===== src/rtl/ct_f_spsram_16384x128_ctrl_if.sv =====
// Request/response handshake plus SRAM wrapper pins for the 16384x128 SRAM front-end.
// "slave" is the controller view; "master" is the requester and SRAM-model view.
interface ct_f_spsram_16384x128_ctrl_if #(
    parameter int ADDR_WIDTH = 14,
    parameter int DATA_WIDTH = 128
);
    localparam int STRB_W = DATA_WIDTH / 8;

    logic                  req_vld;
    logic                  req_rdy;
    logic                  req_wr;
    logic [ADDR_WIDTH-1:0] req_addr;
    logic [DATA_WIDTH-1:0] req_wdata;
    logic [STRB_W-1:0]     req_wstrb;
    logic                  rsp_vld;
    logic                  rsp_rdy;
    logic [DATA_WIDTH-1:0] rsp_data;
    logic                  init_done;
    logic [ADDR_WIDTH-1:0] A;
    logic                  CEN;
    logic                  GWEN;
    logic [DATA_WIDTH-1:0] WEN;
    logic [DATA_WIDTH-1:0] D;
    logic [DATA_WIDTH-1:0] Q;

    modport master (
        output req_vld, req_wr, req_addr, req_wdata, req_wstrb, rsp_rdy, Q,
        input  req_rdy, rsp_vld, rsp_data, init_done, A, CEN, GWEN, WEN, D
    );

    modport slave (
        input  req_vld, req_wr, req_addr, req_wdata, req_wstrb, rsp_rdy, Q,
        output req_rdy, rsp_vld, rsp_data, init_done, A, CEN, GWEN, WEN, D
    );
endinterface


===== src/rtl/ct_f_spsram_16384x128_ctrl.sv =====
// Front-end for the 16384x128 single-port SRAM: zero-fill after reset, partial writes as
// read-modify-write, and in-order read data through a credit-protected response FIFO.
module ct_f_spsram_16384x128_ctrl #(
    parameter int ADDR_WIDTH = 14,
    parameter int DATA_WIDTH = 128,
    parameter int RSP_DEPTH  = 2,
    parameter int INIT_EN    = 1
) (
    input  logic                         clk,
    input  logic                         rst,
    ct_f_spsram_16384x128_ctrl_if.slave  bus
);
    localparam int STRB_W = DATA_WIDTH / 8;
    localparam int PTR_W  = (RSP_DEPTH > 1) ? $clog2(RSP_DEPTH) : 1;
    localparam int CNT_W  = $clog2(RSP_DEPTH + 1);

    localparam logic [1:0] ST_INIT  = 2'd0;
    localparam logic [1:0] ST_RUN   = 2'd1;
    localparam logic [1:0] ST_RMW   = 2'd2;
    localparam logic [1:0] ST_START = (INIT_EN != 0) ? ST_INIT : ST_RUN;

    function automatic logic [DATA_WIDTH-1:0] merge_bytes(
        input logic [DATA_WIDTH-1:0] old_d,
        input logic [DATA_WIDTH-1:0] new_d,
        input logic [STRB_W-1:0]     strb
    );
        logic [DATA_WIDTH-1:0] res;
        res = old_d;
        for (int i = 0; i < STRB_W; i++) begin
            if (strb[i]) res[8*i +: 8] = new_d[8*i +: 8];
        end
        return res;
    endfunction

    function automatic logic [PTR_W-1:0] ptr_next(input logic [PTR_W-1:0] p);
        return (p == PTR_W'(RSP_DEPTH - 1)) ? {PTR_W{1'b0}} : p + PTR_W'(1);
    endfunction

    logic [1:0]            state_r;
    logic [ADDR_WIDTH-1:0] init_cnt_r;
    logic                  init_done_r;
    logic                  rd_inflight_r;
    logic [ADDR_WIDTH-1:0] rmw_addr_r;
    logic [DATA_WIDTH-1:0] rmw_wdata_r;
    logic [STRB_W-1:0]     rmw_wstrb_r;
    logic [DATA_WIDTH-1:0] fifo_mem_r [RSP_DEPTH];
    logic [PTR_W-1:0]      wr_ptr_r;
    logic [PTR_W-1:0]      rd_ptr_r;
    logic [CNT_W-1:0]      fifo_cnt_r;

    logic                  req_rdy_s, accept_s, rd_acc_s, wr_full_s, wr_part_s;
    logic                  push_s, pop_s, rsp_vld_s;
    logic                  cen_s, gwen_s;
    logic [ADDR_WIDTH-1:0] a_s;
    logic [DATA_WIDTH-1:0] wen_s, d_s;

    // A read issued last cycle still owns a FIFO slot, so it counts against the credits.
    assign req_rdy_s = !rst && (state_r == ST_RUN) &&
                       ((int'(fifo_cnt_r) + int'(rd_inflight_r)) < RSP_DEPTH);
    assign accept_s  = bus.req_vld && req_rdy_s;
    assign rd_acc_s  = accept_s && !bus.req_wr;
    assign wr_full_s = accept_s && bus.req_wr && (&bus.req_wstrb);
    assign wr_part_s = accept_s && bus.req_wr && (|bus.req_wstrb) && !(&bus.req_wstrb);
    assign rsp_vld_s = (fifo_cnt_r != {CNT_W{1'b0}});
    assign push_s    = rd_inflight_r;
    assign pop_s     = rsp_vld_s && bus.rsp_rdy;

    assign bus.req_rdy   = req_rdy_s;
    assign bus.rsp_vld   = rsp_vld_s;
    assign bus.rsp_data  = fifo_mem_r[rd_ptr_r];
    assign bus.init_done = init_done_r;
    assign bus.A         = a_s;
    assign bus.CEN       = cen_s;
    assign bus.GWEN      = gwen_s;
    assign bus.WEN       = wen_s;
    assign bus.D         = d_s;

    // SRAM pin decode; reset forces idle so a pending RMW merge is never written.
    always_comb begin
        cen_s  = 1'b1;
        gwen_s = 1'b1;
        wen_s  = {DATA_WIDTH{1'b1}};
        a_s    = {ADDR_WIDTH{1'b0}};
        d_s    = {DATA_WIDTH{1'b0}};
        if (rst) begin
            cen_s = 1'b1;
        end else begin
            case (state_r)
                ST_INIT: begin
                    cen_s  = 1'b0;
                    gwen_s = 1'b0;
                    wen_s  = {DATA_WIDTH{1'b0}};
                    a_s    = init_cnt_r;
                end
                ST_RUN: begin
                    if (rd_acc_s || wr_part_s) begin
                        cen_s = 1'b0;
                        a_s   = bus.req_addr;
                    end else if (wr_full_s) begin
                        cen_s  = 1'b0;
                        gwen_s = 1'b0;
                        wen_s  = {DATA_WIDTH{1'b0}};
                        a_s    = bus.req_addr;
                        d_s    = bus.req_wdata;
                    end else begin
                        cen_s = 1'b1;
                    end
                end
                ST_RMW: begin
                    cen_s  = 1'b0;
                    gwen_s = 1'b0;
                    wen_s  = {DATA_WIDTH{1'b0}};
                    a_s    = rmw_addr_r;
                    d_s    = merge_bytes(bus.Q, rmw_wdata_r, rmw_wstrb_r);
                end
                default: cen_s = 1'b1;
            endcase
        end
    end

    // Control state, init sweep counter and RMW capture.
    always_ff @(posedge clk) begin
        if (rst) begin
            state_r       <= ST_START;
            init_cnt_r    <= {ADDR_WIDTH{1'b0}};
            init_done_r   <= (INIT_EN != 0) ? 1'b0 : 1'b1;
            rd_inflight_r <= 1'b0;
            rmw_addr_r    <= {ADDR_WIDTH{1'b0}};
            rmw_wdata_r   <= {DATA_WIDTH{1'b0}};
            rmw_wstrb_r   <= {STRB_W{1'b0}};
        end else begin
            rd_inflight_r <= rd_acc_s;
            case (state_r)
                ST_INIT: begin
                    init_cnt_r <= init_cnt_r + ADDR_WIDTH'(1);
                    if (init_cnt_r == {ADDR_WIDTH{1'b1}}) begin
                        state_r     <= ST_RUN;
                        init_done_r <= 1'b1;
                    end
                end
                ST_RUN: begin
                    if (wr_part_s) begin
                        state_r     <= ST_RMW;
                        rmw_addr_r  <= bus.req_addr;
                        rmw_wdata_r <= bus.req_wdata;
                        rmw_wstrb_r <= bus.req_wstrb;
                    end
                end
                ST_RMW:  state_r <= ST_RUN;
                default: state_r <= ST_START;
            endcase
        end
    end

    // Response FIFO: SRAM Q is captured the cycle after a request read is issued.
    always_ff @(posedge clk) begin
        if (rst) begin
            wr_ptr_r   <= {PTR_W{1'b0}};
            rd_ptr_r   <= {PTR_W{1'b0}};
            fifo_cnt_r <= {CNT_W{1'b0}};
            for (int i = 0; i < RSP_DEPTH; i++) fifo_mem_r[i] <= {DATA_WIDTH{1'b0}};
        end else begin
            if (push_s) begin
                fifo_mem_r[wr_ptr_r] <= bus.Q;
                wr_ptr_r             <= ptr_next(wr_ptr_r);
            end
            if (pop_s) rd_ptr_r <= ptr_next(rd_ptr_r);
            case ({push_s, pop_s})
                2'b10:   fifo_cnt_r <= fifo_cnt_r + CNT_W'(1);
                2'b01:   fifo_cnt_r <= fifo_cnt_r - CNT_W'(1);
                default: fifo_cnt_r <= fifo_cnt_r;
            endcase
        end
    end

    ct_f_spsram_16384x128_ctrl_chk #(.CNT_W(CNT_W), .RSP_DEPTH(RSP_DEPTH)) u_chk (
        .clk  (clk),
        .rst  (rst),
        .push (push_s),
        .cnt  (fifo_cnt_r)
    );
endmodule

// Protocol checker: the credit scheme must never push into a full response FIFO.
module ct_f_spsram_16384x128_ctrl_chk #(
    parameter int CNT_W     = 2,
    parameter int RSP_DEPTH = 2
) (
    input logic             clk,
    input logic             rst,
    input logic             push,
    input logic [CNT_W-1:0] cnt
);
    a_no_overflow: assert property (@(posedge clk) disable iff (rst)
        !(push && (int'(cnt) == RSP_DEPTH)));
endmodule


===== src/flat_wrapper.sv =====
// flat-port wrapper written by rule: the top's interface ports become plain ports
module ct_f_spsram_16384x128_ctrl_flat 
#(
    parameter int ADDR_WIDTH = 14,
    parameter int DATA_WIDTH = 128,
    parameter int RSP_DEPTH  = 2,
    parameter int INIT_EN    = 1
)
  (clk, rst, bus_req_vld, bus_req_wr, bus_req_addr, bus_req_wdata, bus_req_wstrb, bus_rsp_rdy, bus_Q, bus_req_rdy, bus_rsp_vld, bus_rsp_data, bus_init_done, bus_A, bus_CEN, bus_GWEN, bus_WEN, bus_D);
  ct_f_spsram_16384x128_ctrl_if #(.ADDR_WIDTH(ADDR_WIDTH), .DATA_WIDTH(DATA_WIDTH)) bus_i ();
  input  logic clk;
  input  logic rst;
  input wire logic [$bits(bus_i.req_vld)-1:0] bus_req_vld;
  input wire logic [$bits(bus_i.req_wr)-1:0] bus_req_wr;
  input wire logic [$bits(bus_i.req_addr)-1:0] bus_req_addr;
  input wire logic [$bits(bus_i.req_wdata)-1:0] bus_req_wdata;
  input wire logic [$bits(bus_i.req_wstrb)-1:0] bus_req_wstrb;
  input wire logic [$bits(bus_i.rsp_rdy)-1:0] bus_rsp_rdy;
  input wire logic [$bits(bus_i.Q)-1:0] bus_Q;
  output wire logic [$bits(bus_i.req_rdy)-1:0] bus_req_rdy;
  output wire logic [$bits(bus_i.rsp_vld)-1:0] bus_rsp_vld;
  output wire logic [$bits(bus_i.rsp_data)-1:0] bus_rsp_data;
  output wire logic [$bits(bus_i.init_done)-1:0] bus_init_done;
  output wire logic [$bits(bus_i.A)-1:0] bus_A;
  output wire logic [$bits(bus_i.CEN)-1:0] bus_CEN;
  output wire logic [$bits(bus_i.GWEN)-1:0] bus_GWEN;
  output wire logic [$bits(bus_i.WEN)-1:0] bus_WEN;
  output wire logic [$bits(bus_i.D)-1:0] bus_D;
  assign bus_i.req_vld = bus_req_vld;
  assign bus_i.req_wr = bus_req_wr;
  assign bus_i.req_addr = bus_req_addr;
  assign bus_i.req_wdata = bus_req_wdata;
  assign bus_i.req_wstrb = bus_req_wstrb;
  assign bus_i.rsp_rdy = bus_rsp_rdy;
  assign bus_i.Q = bus_Q;
  assign bus_req_rdy = bus_i.req_rdy;
  assign bus_rsp_vld = bus_i.rsp_vld;
  assign bus_rsp_data = bus_i.rsp_data;
  assign bus_init_done = bus_i.init_done;
  assign bus_A = bus_i.A;
  assign bus_CEN = bus_i.CEN;
  assign bus_GWEN = bus_i.GWEN;
  assign bus_WEN = bus_i.WEN;
  assign bus_D = bus_i.D;
  ct_f_spsram_16384x128_ctrl #(.ADDR_WIDTH(ADDR_WIDTH), .DATA_WIDTH(DATA_WIDTH), .RSP_DEPTH(RSP_DEPTH), .INIT_EN(INIT_EN)) u_core (.clk(clk), .rst(rst), .bus(bus_i));
endmodule

===== config.mk =====
export PLATFORM = sky130hd
export DESIGN_NAME = ct_f_spsram_16384x128_ctrl_flat
export DESIGN_NICKNAME = d
export VERILOG_FILES = /design/src/rtl/ct_f_spsram_16384x128_ctrl_if.sv /design/src/rtl/ct_f_spsram_16384x128_ctrl.sv /design/src/flat_wrapper.sv
export SDC_FILE = /design/constraint.sdc
export NUM_CORES = 1
export LEC_CHECK = 0
export CORE_AREA = 4 4 268 270
export CTS_CLUSTER_SIZE = 24
export DETAILED_ROUTE_END_ITERATION = 10
export DIE_AREA = 0 0 272 274
export GPL_ROUTABILITY_DRIVEN = 1
export HOLD_SLACK_MARGIN = 0.12
export SYNTH_ARGS = -nofsm -noshare
export SYNTH_HDL_FRONTEND = slang
export SYNTH_SLANG_ARGS = --single-unit

===== constraint.sdc =====
create_clock -name clk -period 10.57 [get_ports clk]
set_input_delay 2.114 -clock clk [delete_from_list [all_inputs] [get_ports clk]]
set_output_delay 2.114 -clock clk [all_outputs]
set_load 0.02 [all_outputs]

==> results of run 1 <==
[worst max-delay path, cell delays in order]
cell and delay, ps:
clkdlybuf4s50_1 650, nand4_1 220, or4_4 580, nor2_4 130
buf_4 660, a22oi_1 200, nor2_1 260, clkdlybuf4s50_1 670
[cell type report]
type / count / area share, %
Inverter: 6 / 0.0745
Clock inverter: 24 / 0.948
Antenna cell: 2 / 0.0166
Multi-Input combinational cell: 1386 / 29.5
Timing Repair Buffer: 717 / 23.6
Tap cell: 940 / 3.89
Sequential cell: 437 / 37.4
Clock buffer: 68 / 4.57
[placed cells by master, fill, tap and decap left out, types with 14 or more instances in the layout]
cell type        netlist  routed
nand2_1              322     321
mux2_2               256     256
clkbuf_16              0      51
a22oi_1              128     128
a222oi_1              14      14
buf_4                134      24
clkdlybuf4s50_1        0     692
edfxtp_1             256     256
nor2_1               166     165
a21oi_1              164     164
and2_1               258     258
dfxtp_1              181     180
[layer usage]
metal  track usage [%]  share of wire [%]  vias to the layer above
li1                  -                  -                     8200
met4              6.57                3.4                        4
met1              24.0                 40                     8597
met5                 0              0.022                        -
met2              35.9                 51                      683
met3              3.82                5.5                      135
[cell families after synthesis]
kind of cell	synth area share, %
adders and majority gates	0.456
buffers and inverters	8.25
and+or+nand+nor	16.9
AOI/OAI and AO/OA	9.01
DFF	51.5
xor gates and xnor gates	0.598
muxes	13.3
[through the flow]
stage / hold WS, ps / power [mW]
floorplan: 433 / 2.05
global placement: 438 / 2.27
detailed placement: 444 / 2.27
CTS: 452 / 4.06
global route: 467 / 4.16
finish: 452 / 4.00
[power by group]
part           total [mW]  leakage [nW]  switching, mW  internal, mW
clock network        1.77         0.807          0.708          1.06
logic               0.392          5.16          0.189         0.203
registers            1.84          4.10        0.00928          1.83
total                4.00          10.1          0.907          3.10
[state kept, by name, indices dropped and copies added (netlist names), 2 cells and up, named ones only]
name,flops
u_core.fifo_cnt_r,2
u_core.fifo_mem_r,256
u_core.init_cnt_r,14
u_core.rmw_addr_r,14
u_core.rmw_wdata_r,128
u_core.rmw_wstrb_r,16
u_core.state_r,2
[worst paths after layout]
| path | endpoint | slack [ps] | cells past startpoint |
|---|---|---|---|
| setup / recovery | bus_D[104] | 2870 | 8 |
| setup reg to reg | u_core.state_r[1] | 6820 | 9 |
| hold reg to reg | u_core.rmw_wdata_r[111] | 450 | 2 |
| hold / removal | u_core.rmw_wdata_r[111] | 450 | 2 |
==> impl_metrics.csv, run 1 <==
group,metric,value,unit
logic_synthesis,ys_types,36,
global_routing,grt_max_degree,130,
cells_and_area,instances_no_fill,3580,
clocking,cts_root_buf,"clkbuf_16",
sta,fin_setup_tns,0,ps
cells_and_area,areaGrowthSynthToFinish,37.5,%
global_routing,antenna_found_initial,7,
die,die_height,274,um
worst_setup_path,crit_required,8460,ps
run_status,status,"finished clean",
sta,hold_viol_final,0,
logic_synthesis,synthesis.instances,2120,
power,power.density,132,nW/um^2
worst_setup_path,start_kind,"primary input",
worst_setup_path,cp_max_fo,70,
sta,drv_slew,0,
worst_setup_path,path_class,"in -> out",
drt,postRouteAntennaNets,0,
die,start_util,31.6,%
drt,drc_errors,0,
clocking,clock_path_buffers,3,
sta,grt_setup_unrepaired,"false",
clocking,cts.sinks,437,
job,drv_cap,0,
clocking,clk_latency,580,ps
global_routing,first_global_vias,18013,
die,core_area,69500,um^2
logic_synthesis,synth_area_leaders,"edfxtp_1 (35%), dfxtp_1 (16%), mux2_2 (13%)",
worst_hold_path,hp-class,"reg -> reg",
logic_synthesis,syn_avg_cell_area,10.4,um^2
worst_setup_path,startpoint,"bus_req_wstrb[6]",
drt,routed_wl,77.7,mm
sta,layout_setup_ws,2870,ps
logic_synthesis,yosysTopAreaCell,"edfxtp_1",
sta,worstMarginPinSlew,1220,ps
cells_and_area,ff_latch_area,11300,um^2
die,io_pins,694,
cells_and_area,multi_input_area,8910,um^2
power,p_leak,10.1,nW
worst_setup_path,end_kind,"output pin",
drt,avgRoutedWirePerCell,21.7,um
clocking,cts_buffers,50,
cells_and_area,final_util,43.4,%
drt,vias,17619,
logic_synthesis,synth_enable_flop_cells,256,
clocking,clk_pin_slew,60,ps
clocking,cts.repair.resized,0,
cells_and_area,final_area,30200,um^2
clocking,ctsHoldBuffers,0,
die,rows,97,
logic_synthesis,ys.flop_type,"edfxtp_1",
drt,drt_pass1_iterations,7,
placement,dp.cells,3486,
sta,fmaxAchievable,0.130,GHz
cells_and_area,layout.nets,2897,
die,die-area,74500,um^2
placement,place_ws,2820,ps
logic_synthesis,synth-seq-cells,437,
global_routing,grt_pass1_wl,115,mm
power,vdd_drop_max,0.0956,mV
placement,dpl.hpwl,55.0,mm
logic_synthesis,syn_nets,2419,
sta,setup_viol,0,
logic_synthesis,synth_area,22000,um^2
sta,fin_crit,7700,ps
clocking,htreeDepth,2,
logic_synthesis,synth_top_cell_area_share,35.0,%
sta,fin_crit_sh,72.8,%
die,dieWidth,272,um
logic_synthesis,synth_common_cells,"nand2_1 (322), and2_1 (258), edfxtp_1 (256), mux2_2 (256), dfxtp_1 (181)",
global_routing,grt_use_total,19.9,%
global_routing,grt_remaining_overflow,0,
worst_setup_path,arrival,5580,ps
cells_and_area,fillers,6506,
sta,slew_headroom,19.0,%
sta,clock_skew,22.4,ps
drt,first_iter_violations,1116,
placement,place_congestion,0.868,
logic_synthesis,yosysWarnings,0,
placement,place_area,28500,um^2
worst_hold_path,hp-start,"u_core.rmw_wdata_r[111]",
placement,io_buffer_count,693,
cells_and_area,drive_gt1_share,14.0,%
worst_setup_path,rr_startpoint,"u_core.state_r[1]",
clocking,cts_setup_buffers,0,
logic_synthesis,yosysMostFrequentCell,"nand2_1",
clocking,cts_tree,"yes",
logic_synthesis,synthArstFlopShare,0,%
logic_synthesis,ys_seq_area_share,51.5,%
drt,vias_per_cell,4.92,
Power figures use the tool's default switching activity.
==> run 2, diff against run 1 <==
==> constraint.sdc (replaced) <==
create_clock -name clk -period 6.35 [get_ports clk]
set_input_delay 1.27 -clock clk [delete_from_list [all_inputs] [get_ports clk]]
set_output_delay 1.27 -clock clk [all_outputs]
set_load 0.02 [all_outputs]
==> impl_metrics.csv, run 2 (synthesized netlist as in run 1, its figures left out) <==
group,metric,value,unit
run_status,status,"finished clean",
sta,fin_crit,5660,ps
global_routing,antenna_found_initial,15,
clocking,htreeDepth,2,
cells_and_area,layout.nets,2902,
cells_and_area,layout_common_cells,"clkdlybuf4s50_1 (691), nand2_1 (321), and2_1 (258)",
global_routing,grt_remaining_overflow,0,
die,core_area,69500,um^2
power,power.internal,5.27,mW
power,power.density,223,nW/um^2
global_routing,first_global_vias,18008,
worst_setup_path,arrival,4390,ps
worst_setup_path,path_class,"in -> out",
sta,fin_crit_sh,89.1,%
worst_setup_path,start_kind,"primary input",
cells_and_area,areaGrowthSynthToFinish,38.6,%
sta,clock_skew,17.0,ps
sta,worstMarginPinSlew,1160,ps
drt,vias,17563,
global_routing,grt_pass1_wl,112,mm
clocking,cts_setup_buffers,0,
die,die_height,274,um
clocking,ctsHoldBuffers,0,
sta,setup_viol,0,
clocking,clock_path_buffers,3,
sta,slew_headroom,22.4,%
sta,hold_viol_final,0,
clocking,cts_tree,"yes",
worst_setup_path,end_kind,"output pin",
placement,place_congestion,0.855,
cells_and_area,final_common_cell,"clkdlybuf4s50_1",
clocking,cts_buffers,49,
global_routing,grt_use_total,19.6,%
drt,drt_pass1_iterations,5,
drt,first_iter_violations,1057,
worst_setup_path,cp_slowest_stage_delay,790,ps
die,dieWidth,272,um
drt,routed_wl,76.7,mm
job,drv_cap,0,
die,rows,97,
worst_setup_path,crit_required,5080,ps
power,p_sw_share,22.1,%
cells_and_area,ff_latch_area,11300,um^2
drt,avgRoutedWirePerCell,21.3,um
power,vdd_drop_max,0.185,mV
power,pwr-share-clk,45.1,%
cells_and_area,multi_input_area,8910,um^2
cells_and_area,fillers,6538,
die,start_util,31.6,%
power,p_leak,10.2,nW
power,sequentialPowerShare,45.2,%
placement,place_ws,697,ps
worst_setup_path,cp_max_fo,14,
global_routing,grt_max_degree,88,
die,io_pins,694,
sta,fin_setup_tns,0,ps
cells_and_area,drive_gt1_share,14.4,%
drt,postRouteAntennaNets,0,
sta,fmaxAchievable,0.177,GHz
sta,grt_setup_unrepaired,"false",
clocking,cts.repair.resized,0,
worst_setup_path,cp_cell_sequence,"clkdlybuf4s50_1 -> nor4_1 -> buf_4 -> and4_1 -> a21oi_1 -> buf_4 -> a222oi_1 -> nor2_1 -> clkdlybuf4s50_1",
power,p_comb_share,9.7,%
sta,layout_setup_ws,693,ps
cells_and_area,final_util,43.8,%
clocking,clk_pin_slew,60,ps
placement,io_buffer_count,693,
cells_and_area,largest_reg_flops,256,
worst_hold_path,hp-class,"reg -> reg",
power,p_sw,1.50,mW
cells_and_area,top_regs,"u_core.fifo_mem_r: 256 flops, u_core.rmw_wdata_r: 128 flops, u_core.rmw_wstrb_r: 16 flops",
sta,drv_slew,0,
clocking,clk_latency,570,ps
cells_and_area,largest-register,"u_core.fifo_mem_r",
clocking,cts.sinks,437,
drt,drc_errors,0,
drt,vias_per_cell,4.89,
clocking,cts_root_buf,"clkbuf_16",
placement,dpl.hpwl,54.1,mm
die,die-area,74500,um^2
worst_setup_path,crit_slowest_cell,"nor4_1",
-- run 2: layout make-up --
cell class / count / share of cell area, %
diodes: 9 / 0.0740
clock buffers: 66 / 4.64
clock inverters: 25 / 1.13
inverters: 6 / 0.0740
multi-input cells: 1386 / 29.3
flip-flops and latches: 437 / 37.2
well taps: 940 / 3.86
repair buffers: 723 / 23.8
-- run 2: power groups by stage --
stage / clock, mW / sequential, mW / combinational, mW
final: 3.06 / 3.06 / 0.657
after global routing: 3.26 / 3.07 / 0.692
after CTS: 3.14 / 3.06 / 0.665
after detailed placement: 0 / 3.12 / 0.660
after global placement: 0 / 3.12 / 0.662
after floorplan: 0 / 3.12 / 0.292
-- run 2: through the flow --
| stage | area (um^2) | cells | power (mW) | hold slack (ps) |
|---|---|---|---|---|
| 3_5_place_dp | 28700 | 3492 | 3.78 | 445 |
| 5_1_grt | 30400 | 3591 | 7.02 | 468 |
| 3_3_place_gp | 28700 | 3492 | 3.78 | 438 |
| 2_1_floorplan | 22000 | 2120 | 3.41 | 433 |
| 4_1_cts | 30400 | 3583 | 6.87 | 453 |
| 6_report | 30400 | 3592 | 6.77 | 452 |
-- run 2: critical path, delay by kind of cell --
kind / cells / cell delay, ps
buffers and inverters: 4 / 1530
AND/OR/NAND/NOR: 3 / 1210
AO/OA/AOI/OAI: 2 / 360
-- run 2: final timing paths --
kind	start	to	slack (ps)	depth (start not counted)
worst max register to register	u_core.state_r[1]	u_core.rmw_wstrb_r[14]	2620	9
worst min register to register	u_core.rmw_wdata_r[1]	u_core.rmw_wdata_r[1]	450	2
worst min-delay path	u_core.rmw_wdata_r[1]	u_core.rmw_wdata_r[1]	450	2
worst max-delay path	bus_req_wstrb[3]	bus_A[13]	690	9
-- run 2: layer usage --
| metal | track usage (%) | up-vias | wire (um) |
|---|---|---|---|
| met3 | 4.21 | 131 | 4370 |
| met4 | 9.33 | 6 | 3640 |
| met2 | 34.0 | 662 | 38400 |
| met5 | 0 | - | 36 |
| li1 | - | 8189 | - |
| met1 | 23.2 | 8575 | 30200 |
